==> config.mk <==
export PLATFORM = sky130hd
export DESIGN_NAME = d8_alu_wb_flat
export DESIGN_NICKNAME = d
export VERILOG_FILES = /design/src/rtl/d8_pkg.sv /design/src/rtl/d8_alu_wb_if.sv /design/src/rtl/d8_wb_fifo.sv /design/src/rtl/d8_alu_wb.sv /design/src/flat_wrapper.sv
export SDC_FILE = /design/constraint.sdc
export NUM_CORES = 1
export LEC_CHECK = 0
export CORE_AREA = 2 2 105 97
export CTS_CLUSTER_SIZE = 24
export DETAILED_ROUTE_END_ITERATION = 8
export DIE_AREA = 0 0 107 99
export GPL_TIMING_DRIVEN = 0
export PLACE_DENSITY = 0.82
export SLEW_MARGIN = 20
export SYNTH_ARGS = -nofsm -noshare
export SYNTH_HDL_FRONTEND = slang
export SYNTH_SLANG_ARGS = --single-unit
==> constraint.sdc <==
create_clock -name clk -period 2.6 [get_ports clk]
set_input_delay 0.52 -clock clk [delete_from_list [all_inputs] [get_ports clk]]
set_output_delay 0.52 -clock clk [all_outputs]
set_load 0.1 [all_outputs]
==> src/rtl/d8_pkg.sv <==
// Shared types, widths and opcode constants for the d8 ALU select and writeback stages.
// Latency: none (definitions only).
// Backpressure: none (definitions only).
package d8_pkg;

  localparam int DATA_W   = 8;
  localparam int REG_W    = 3;
  localparam int OP_W     = 8;
  localparam int NUM_REGS = 1 << REG_W;

  typedef logic [DATA_W-1:0] data_t;
  typedef logic [REG_W-1:0]  reg_idx_t;
  typedef logic [OP_W-1:0]   op_t;

  // ALU-class opcodes: only these update the condition flags at writeback.
  localparam op_t OP_ALU_01 = 8'h01;
  localparam op_t OP_ALU_02 = 8'h02;
  localparam op_t OP_ALU_03 = 8'h03;
  localparam op_t OP_ALU_04 = 8'h04;

  // One pending result as carried from the select stage to the register file.
  typedef struct packed {
    op_t      op;
    data_t    data;
    logic     carry;
    reg_idx_t dst;
  } wb_entry_t;

  function automatic logic is_alu_op(input op_t op);
    return (op == OP_ALU_01) || (op == OP_ALU_02) ||
           (op == OP_ALU_03) || (op == OP_ALU_04);
  endfunction

endpackage

==> src/rtl/d8_alu_wb_if.sv <==
// Result handshake from the ALU output select stage into the writeback block.
// Latency: none (wiring only).
// Backpressure: valid/ready; a transfer happens on an edge where both are high.
interface d8_alu_wb_if;
  import d8_pkg::*;

  logic     in_valid;
  logic     in_ready;
  op_t      in_op;
  data_t    in_data;
  logic     in_carry;
  reg_idx_t in_dst;

  // Select stage drives the result, writeback block returns ready.
  modport master (
    output in_valid,
    output in_op,
    output in_data,
    output in_carry,
    output in_dst,
    input  in_ready
  );

  modport slave (
    input  in_valid,
    input  in_op,
    input  in_data,
    input  in_carry,
    input  in_dst,
    output in_ready
  );

endinterface

==> src/rtl/d8_wb_fifo.sv <==
// Pending-result buffer: circular FIFO of wb_entry_t with per-slot valid/dst visibility.
// Latency: an entry pushed on edge N is at the head from edge N onward (poppable at N+1).
// Backpressure: caller must not push when full nor pop when empty; occ exposes the count.
module d8_wb_fifo
  import d8_pkg::*;
#(
  parameter  int DEPTH = 2,
  localparam int CNT_W = $clog2(DEPTH + 1)
) (
  input  logic                  clk,
  input  logic                  rst_n,
  input  logic                  push,
  input  wb_entry_t             push_entry,
  input  logic                  pop,
  output wb_entry_t             head,
  output logic [CNT_W-1:0]      occ,
  output logic [DEPTH-1:0]      entry_vld,
  output reg_idx_t [DEPTH-1:0]  entry_dst
);

  localparam int PTR_W = $clog2(DEPTH);

  wb_entry_t        mem [DEPTH];
  logic [PTR_W-1:0] rd_ptr;
  logic [PTR_W-1:0] wr_ptr;
  logic [DEPTH-1:0] vld;

  // Pointers wrap at DEPTH, which need not be a power of two.
  function automatic logic [PTR_W-1:0] ptr_inc(input logic [PTR_W-1:0] p);
    return (p == PTR_W'(DEPTH - 1)) ? '0 : p + 1'b1;
  endfunction

  // Pointer, occupancy and slot-valid bookkeeping.
  always_ff @(posedge clk) begin
    if (!rst_n) begin
      rd_ptr <= '0;
      wr_ptr <= '0;
      occ    <= '0;
      vld    <= '0;
    end else begin
      if (push) begin
        wr_ptr      <= ptr_inc(wr_ptr);
        vld[wr_ptr] <= 1'b1;
      end
      if (pop) begin
        rd_ptr      <= ptr_inc(rd_ptr);
        vld[rd_ptr] <= 1'b0;
      end
      case ({push, pop})
        2'b10:   occ <= occ + 1'b1;
        2'b01:   occ <= occ - 1'b1;
        default: occ <= occ;
      endcase
    end
  end

  // Entry storage needs no reset: the valid bits gate every use of it.
  always_ff @(posedge clk) begin
    if (push) begin
      mem[wr_ptr] <= push_entry;
    end
  end

  assign head      = mem[rd_ptr];
  assign entry_vld = vld;

  // Expose every slot's destination so the parent can run hazard compares.
  always_comb begin
    entry_dst = '0;
    for (int i = 0; i < DEPTH; i++) begin
      entry_dst[i] = mem[i].dst;
    end
  end

endmodule

==> src/rtl/d8_alu_wb.sv <==
// Writeback stage: buffers ALU results, commits head to the 8x8 register file and flags.
// Latency: push on edge N, earliest commit on edge N+1, wb_valid high the cycle after commit.
// Backpressure: in_ready low when the buffer holds DEPTH entries; wb_stall freezes commits.
module d8_alu_wb
  import d8_pkg::*;
#(
  parameter int DEPTH = 2
) (
  input  logic           clk,
  input  logic           rst_n,
  d8_alu_wb_if.slave     in_bus,
  input  logic           wb_stall,
  input  reg_idx_t       rf_raddr_a,
  output data_t          rf_rdata_a,
  input  reg_idx_t       rf_raddr_b,
  output data_t          rf_rdata_b,
  output logic           hazard_a,
  output logic           hazard_b,
  output logic           flag_z,
  output logic           flag_n,
  output logic           flag_c,
  output logic           wb_valid,
  output reg_idx_t       wb_addr,
  output logic           busy
);

  localparam int CNT_W = $clog2(DEPTH + 1);

  logic [CNT_W-1:0]     occ;
  logic                 ready;
  logic                 push;
  logic                 pop;
  wb_entry_t            push_entry;
  wb_entry_t            head;
  logic [DEPTH-1:0]     entry_vld;
  reg_idx_t [DEPTH-1:0] entry_dst;
  data_t                rf [NUM_REGS];

  // Ready comes from the registered count only, so it never depends on in_valid.
  assign ready           = (occ < CNT_W'(DEPTH));
  assign in_bus.in_ready = ready;
  assign push            = in_bus.in_valid & ready;
  assign busy            = (occ != '0);
  assign pop             = busy & ~wb_stall;

  // Pack the incoming result into a buffer entry.
  always_comb begin
    push_entry       = '0;
    push_entry.op    = in_bus.in_op;
    push_entry.data  = in_bus.in_data;
    push_entry.carry = in_bus.in_carry;
    push_entry.dst   = in_bus.in_dst;
  end

  d8_wb_fifo #(
    .DEPTH (DEPTH)
  ) u_fifo (
    .clk        (clk),
    .rst_n      (rst_n),
    .push       (push),
    .push_entry (push_entry),
    .pop        (pop),
    .head       (head),
    .occ        (occ),
    .entry_vld  (entry_vld),
    .entry_dst  (entry_dst)
  );

  // Register file: head commits when not stalled; reset clears every register.
  always_ff @(posedge clk) begin
    if (!rst_n) begin
      for (int i = 0; i < NUM_REGS; i++) begin
        rf[i] <= '0;
      end
    end else if (pop) begin
      rf[head.dst] <= head.data;
    end
  end

  // Reads see committed state only; a same-edge commit shows up after the edge.
  assign rf_rdata_a = rf[rf_raddr_a];
  assign rf_rdata_b = rf[rf_raddr_b];

  // Flags follow only ALU-class commits and hold otherwise.
  always_ff @(posedge clk) begin
    if (!rst_n) begin
      flag_z <= 1'b0;
      flag_n <= 1'b0;
      flag_c <= 1'b0;
    end else if (pop && is_alu_op(head.op)) begin
      flag_z <= (head.data == '0);
      flag_n <= head.data[DATA_W-1];
      flag_c <= head.carry;
    end
  end

  // One-cycle commit notification; the address holds between commits.
  always_ff @(posedge clk) begin
    if (!rst_n) begin
      wb_valid <= 1'b0;
      wb_addr  <= '0;
    end else begin
      wb_valid <= pop;
      if (pop) begin
        wb_addr <= head.dst;
      end
    end
  end

  // Flag a read address that a still-buffered result is about to overwrite.
  always_comb begin
    hazard_a = 1'b0;
    hazard_b = 1'b0;
    for (int i = 0; i < DEPTH; i++) begin
      if (entry_vld[i] && (entry_dst[i] == rf_raddr_a)) hazard_a = 1'b1;
      if (entry_vld[i] && (entry_dst[i] == rf_raddr_b)) hazard_b = 1'b1;
    end
  end

endmodule

==> src/flat_wrapper.sv <==
// flat-port wrapper written by rule: the top's interface ports become plain ports
module d8_alu_wb_flat import d8_pkg::*;
#(
  parameter int DEPTH = 2
)
  (clk, rst_n, wb_stall, rf_raddr_a, rf_rdata_a, rf_raddr_b, rf_rdata_b, hazard_a, hazard_b, flag_z, flag_n, flag_c, wb_valid, wb_addr, busy, in_bus_in_valid, in_bus_in_op, in_bus_in_data, in_bus_in_carry, in_bus_in_dst, in_bus_in_ready);
  d8_alu_wb_if in_bus_i ();
  input  logic clk;
  input  logic rst_n;
  input  logic wb_stall;
  input  reg_idx_t rf_raddr_a;
  output data_t rf_rdata_a;
  input  reg_idx_t rf_raddr_b;
  output data_t rf_rdata_b;
  output logic hazard_a;
  output logic hazard_b;
  output logic flag_z;
  output logic flag_n;
  output logic flag_c;
  output logic wb_valid;
  output reg_idx_t wb_addr;
  output logic busy;
  input wire logic [$bits(in_bus_i.in_valid)-1:0] in_bus_in_valid;
  input wire logic [$bits(in_bus_i.in_op)-1:0] in_bus_in_op;
  input wire logic [$bits(in_bus_i.in_data)-1:0] in_bus_in_data;
  input wire logic [$bits(in_bus_i.in_carry)-1:0] in_bus_in_carry;
  input wire logic [$bits(in_bus_i.in_dst)-1:0] in_bus_in_dst;
  output wire logic [$bits(in_bus_i.in_ready)-1:0] in_bus_in_ready;
  assign in_bus_i.in_valid = in_bus_in_valid;
  assign in_bus_i.in_op = in_bus_in_op;
  assign in_bus_i.in_data = in_bus_in_data;
  assign in_bus_i.in_carry = in_bus_in_carry;
  assign in_bus_i.in_dst = in_bus_in_dst;
  assign in_bus_in_ready = in_bus_i.in_ready;
  d8_alu_wb #(.DEPTH(DEPTH)) u_core (.clk(clk), .rst_n(rst_n), .in_bus(in_bus_i), .wb_stall(wb_stall), .rf_raddr_a(rf_raddr_a), .rf_rdata_a(rf_rdata_a), .rf_raddr_b(rf_raddr_b), .rf_rdata_b(rf_rdata_b), .hazard_a(hazard_a), .hazard_b(hazard_b), .flag_z(flag_z), .flag_n(flag_n), .flag_c(flag_c), .wb_valid(wb_valid), .wb_addr(wb_addr), .busy(busy));
endmodule
==> metrics.md <==
| Metric | Value |
|---|---|
| Area grow syn2layout | 20.9% |
| Layout cells sized above 1 | 25.7% |
| ANT nets after route | 0 |
| Post-synth EDFFs | 104 |
| First-pass GRT wire length | 19400 um |
| DRT Wirelength | 12100 um |
| Die area | 0.0106 sq mm |
| Int Power | 4340 uW |
| Worst slew margin | 33.6% |
| Max frequency | 390 MHz |
| VDD IR max | 0.000586 V |
| Htree depth | 4 |
| Sequential element share of the synthesized area | 61.2% |
| Core area | 0.00949 sq mm |
| Startpoint types | input pin |
| Sw frac | 32.3% |
| Vias per cell | 6.05 |
| Critical path endpoint category | primary output |
| P_sw | 2070 uW |
| Worst r2r src | u_core.u_fifo.mem[1][0]$_DFFE_PP_ |
| Power share of the sequential group | 38.5% |
| R2R Path End | u_core.rf[2][1]$_SDFFCE_PN0P_ |
| Ys flop type | edfxtp_1 |
| Final worst setup slack | 33.2 ps |
| Hold-fix buffers at CTS | 0 |
| Vias in the first global route | 3594 |
| Post-Syn Area | 0.00556 sq mm |
| Place WS | -630 ps |
| Commonest non-fill, non-tap cell in the layout | edfxtp_1 |
| Clock Pin Slew Worst Setup and Hold Paths | 50 ps |
| Routed WL per cell | 21.4 um |
| Worst reg-to-reg path cell count | 5 |
| Initial core utilization | 58.6% |
| Fin. Hold Viols | 0 |
| Max-cap violations | 0 |
| Input/output buffers | 49 |
| Worst hold path type | in -> reg |
| Power per cell area | 953 mW/mm^2 |
| Io pins | 57 |
| Data arrival time of the worst path | 2050 ps |
| DP HPWL | 8050 um |
| GRT Util Overall | 25.2% |
| Distinct cells, synth | 42 |
| Crit path from | rf_raddr_b[1] |
| Placed Area | 0.00622 sq mm |
| NumNets Final | 458 |
| Root Driver | clkbuf_8 |
| Bufs on Longest Clock Path | 2 |
| Worst-path fanout max | 10 |
| CP Class | in -> out |
| Die height | 99 um |
| GR Overflow Total | 0 |
| Die Wd | 107 um |
| Comb pwr share | 25.1% |
| DRC | 0 |
| Gpl congestion | 0.802 |
| Inserted Diodes | 0 |
| Initial antenna violation count | 0 |
| Static Leak | 0.00251 uW |
| Util after Layout | 70.9% |
| R2R setup slack | 420 ps |
| Cell Rows | 34 |
| Status | finished, final reports clean |
| Syn_nets | 389 |
| Clk pwr share | 36.4% |
| Post-layout min period | 2570 ps |
| Clock tree sinks | 118 |
| Commonest non-fill, non-tap cells in the layout | 104 x edfxtp_1, 75 x nor2_1, 29 x clkdlybuf4s50_1 |
| Skew-Pair Late Insertion Delay | 520 ps |
| Final Slew Violations | 0 |
| Syn Area/Cell | 15.5 sq um |
| Worst Setup EP | rf_rdata_b[2] |
| Final Skew | 6.47 ps |
| Pre-antenna DRT Iters | 5 |
| Setup-failing EPs final | 0 |
| Initial DRC Count | 275 |
| Async set or reset register ratio after synthesis | 0% |
| Synth warn | 0 |
| Final worst path period share | 98.7% |
| Least-Margin Pin Slew | 996 ps |
| Cell area after layout | 0.00672 sq mm |
| Post-synthesis cell count | 358 |
| Vias | 3421 |
| WP data required | 2080 ps |
| RSZ-0062 raised after global routing | false |
| Non-Filler Instances | 565 |
| Synthesized flop and latch total | 118 |
| Total power | 6400 uW |
| CTS tree | built |
| Cts bufs inserted | 17 |
| Placed Instances | 534 |
| Largest net degree at the start of global routing | 22 |
==> through the flow <==
| stage | hold slack, ps | TNS [ps] |
|---|---|---|
| after detailed placement | 461 | -10550 |
| after CTS | 324 | -144 |
| final | 329 | 0 |
| after global routing | 329 | 0 |
| after global placement | 449 | -15750 |
| after floorplan | 446 | 0 |
==> Yosys cell counts (all sizes together) (3+ instances only) <==
cell | instances | area, sq um
mux2 | 17 | 251
o21ai | 4 | 20.0
inv | 4 | 15.0
dfxtp | 14 | 280
or3 | 3 | 18.8
mux2i | 13 | 138
xnor2 | 14 | 123
nand2 | 24 | 110
nor2 | 76 | 285
nor4 | 3 | 18.8
mux4 | 32 | 781
and3 | 3 | 18.8
edfxtp | 104 | 3120
clkbuf | 3 | 12.5
nand2b | 3 | 18.8
nand4 | 6 | 37.5
buf | 14 | 120
a21oi | 3 | 18.8
==> critical path, stage by stage <==
cell	delay [ps]
buf_2	220
buf_2	340
mux4_2	390
mux2_4	270
buf_2	290
==> state kept, by name (all words and copies together) (netlist names), named ones only <==
name / flops
u_core.wb_valid: 1
u_core.flag_z: 1
u_core.u_fifo.wr_ptr: 1
u_core.wb_addr: 3
u_core.u_fifo.entry_vld: 2
u_core.flag_n: 1
u_core.u_fifo.rd_ptr: 1
u_core.flag_c: 1
u_core.rf: 64
u_core.u_fifo.mem: 40
u_core.u_fifo.occ: 2
==> layout make-up <==
cell class | count | area (sq um)
sequential | 118 | 3400
fill | 589 | 2770
multi-input combinational | 218 | 2010
clock buffer | 20 | 425
timing repair buffer | 50 | 417
clock inverter | 11 | 158
tap | 126 | 158
buffer | 17 | 133
inverter | 5 | 18.8
==> layer usage <==
metal | global-route usage [%] | routed length, um | vias up
met4 | 9.59 | 264 | 0
met1 | 30.8 | 4600 | 1690
met2 | 43.1 | 6330 | 178
li1 | - | - | 1524
met3 | 6.75 | 919 | 29
met5 | 0 | 0 | -
==> power by group through the flow <==
| stage | Clock, uW | Sequential [uW] | Combinational (uW) |
|---|---|---|---|
| 4_1_cts | 2350 | 2460 | 1600 |
| 2_1_floorplan | 0 | 2590 | 1110 |
| 5_1_grt | 2440 | 2490 | 1690 |
| 3_3_place_gp | 0 | 2480 | 1580 |
| 3_5_place_dp | 0 | 2500 | 1630 |
| 6_report | 2330 | 2470 | 1610 |
==> how the worst min path moves through the flow <==
stage                                                  endpoint                         startpoint  cells past startpoint
after floorplan           u_core.u_fifo.entry_vld[1]$_SDFF_PN0_  u_core.u_fifo.rd_ptr$_SDFFE_PN0P_                      1
after global placement               u_core.flag_n$_SDFFE_PN0P_         u_core.flag_n$_SDFFE_PN0P_                      2
after detailed placement             u_core.flag_c$_SDFFE_PN0P_         u_core.flag_c$_SDFFE_PN0P_                      2
after CTS                            u_core.flag_c$_SDFFE_PN0P_                              rst_n                      3
after global routing                 u_core.flag_c$_SDFFE_PN0P_                              rst_n                      3
final                                u_core.flag_c$_SDFFE_PN0P_                              rst_n                      3
==> logic make-up after synthesis <==
kind of cell               share of synthesized area, %
and+or+nand+nor                                    9.94
xor gates and xnor gates                           2.52
muxes                                              21.0
AOI/OAI and AO/OA                                  2.36
adders and majority gates                         0.225
DFF                                                61.2
buffers and inverters                              2.72
==> repair_timing <==
item                       4_1_cts  5_1_grt
setup endpoints to repair       20        3
gates resized for setup         86        6
setup buffers                    0        0
Power figures use the tool's default switching activity.
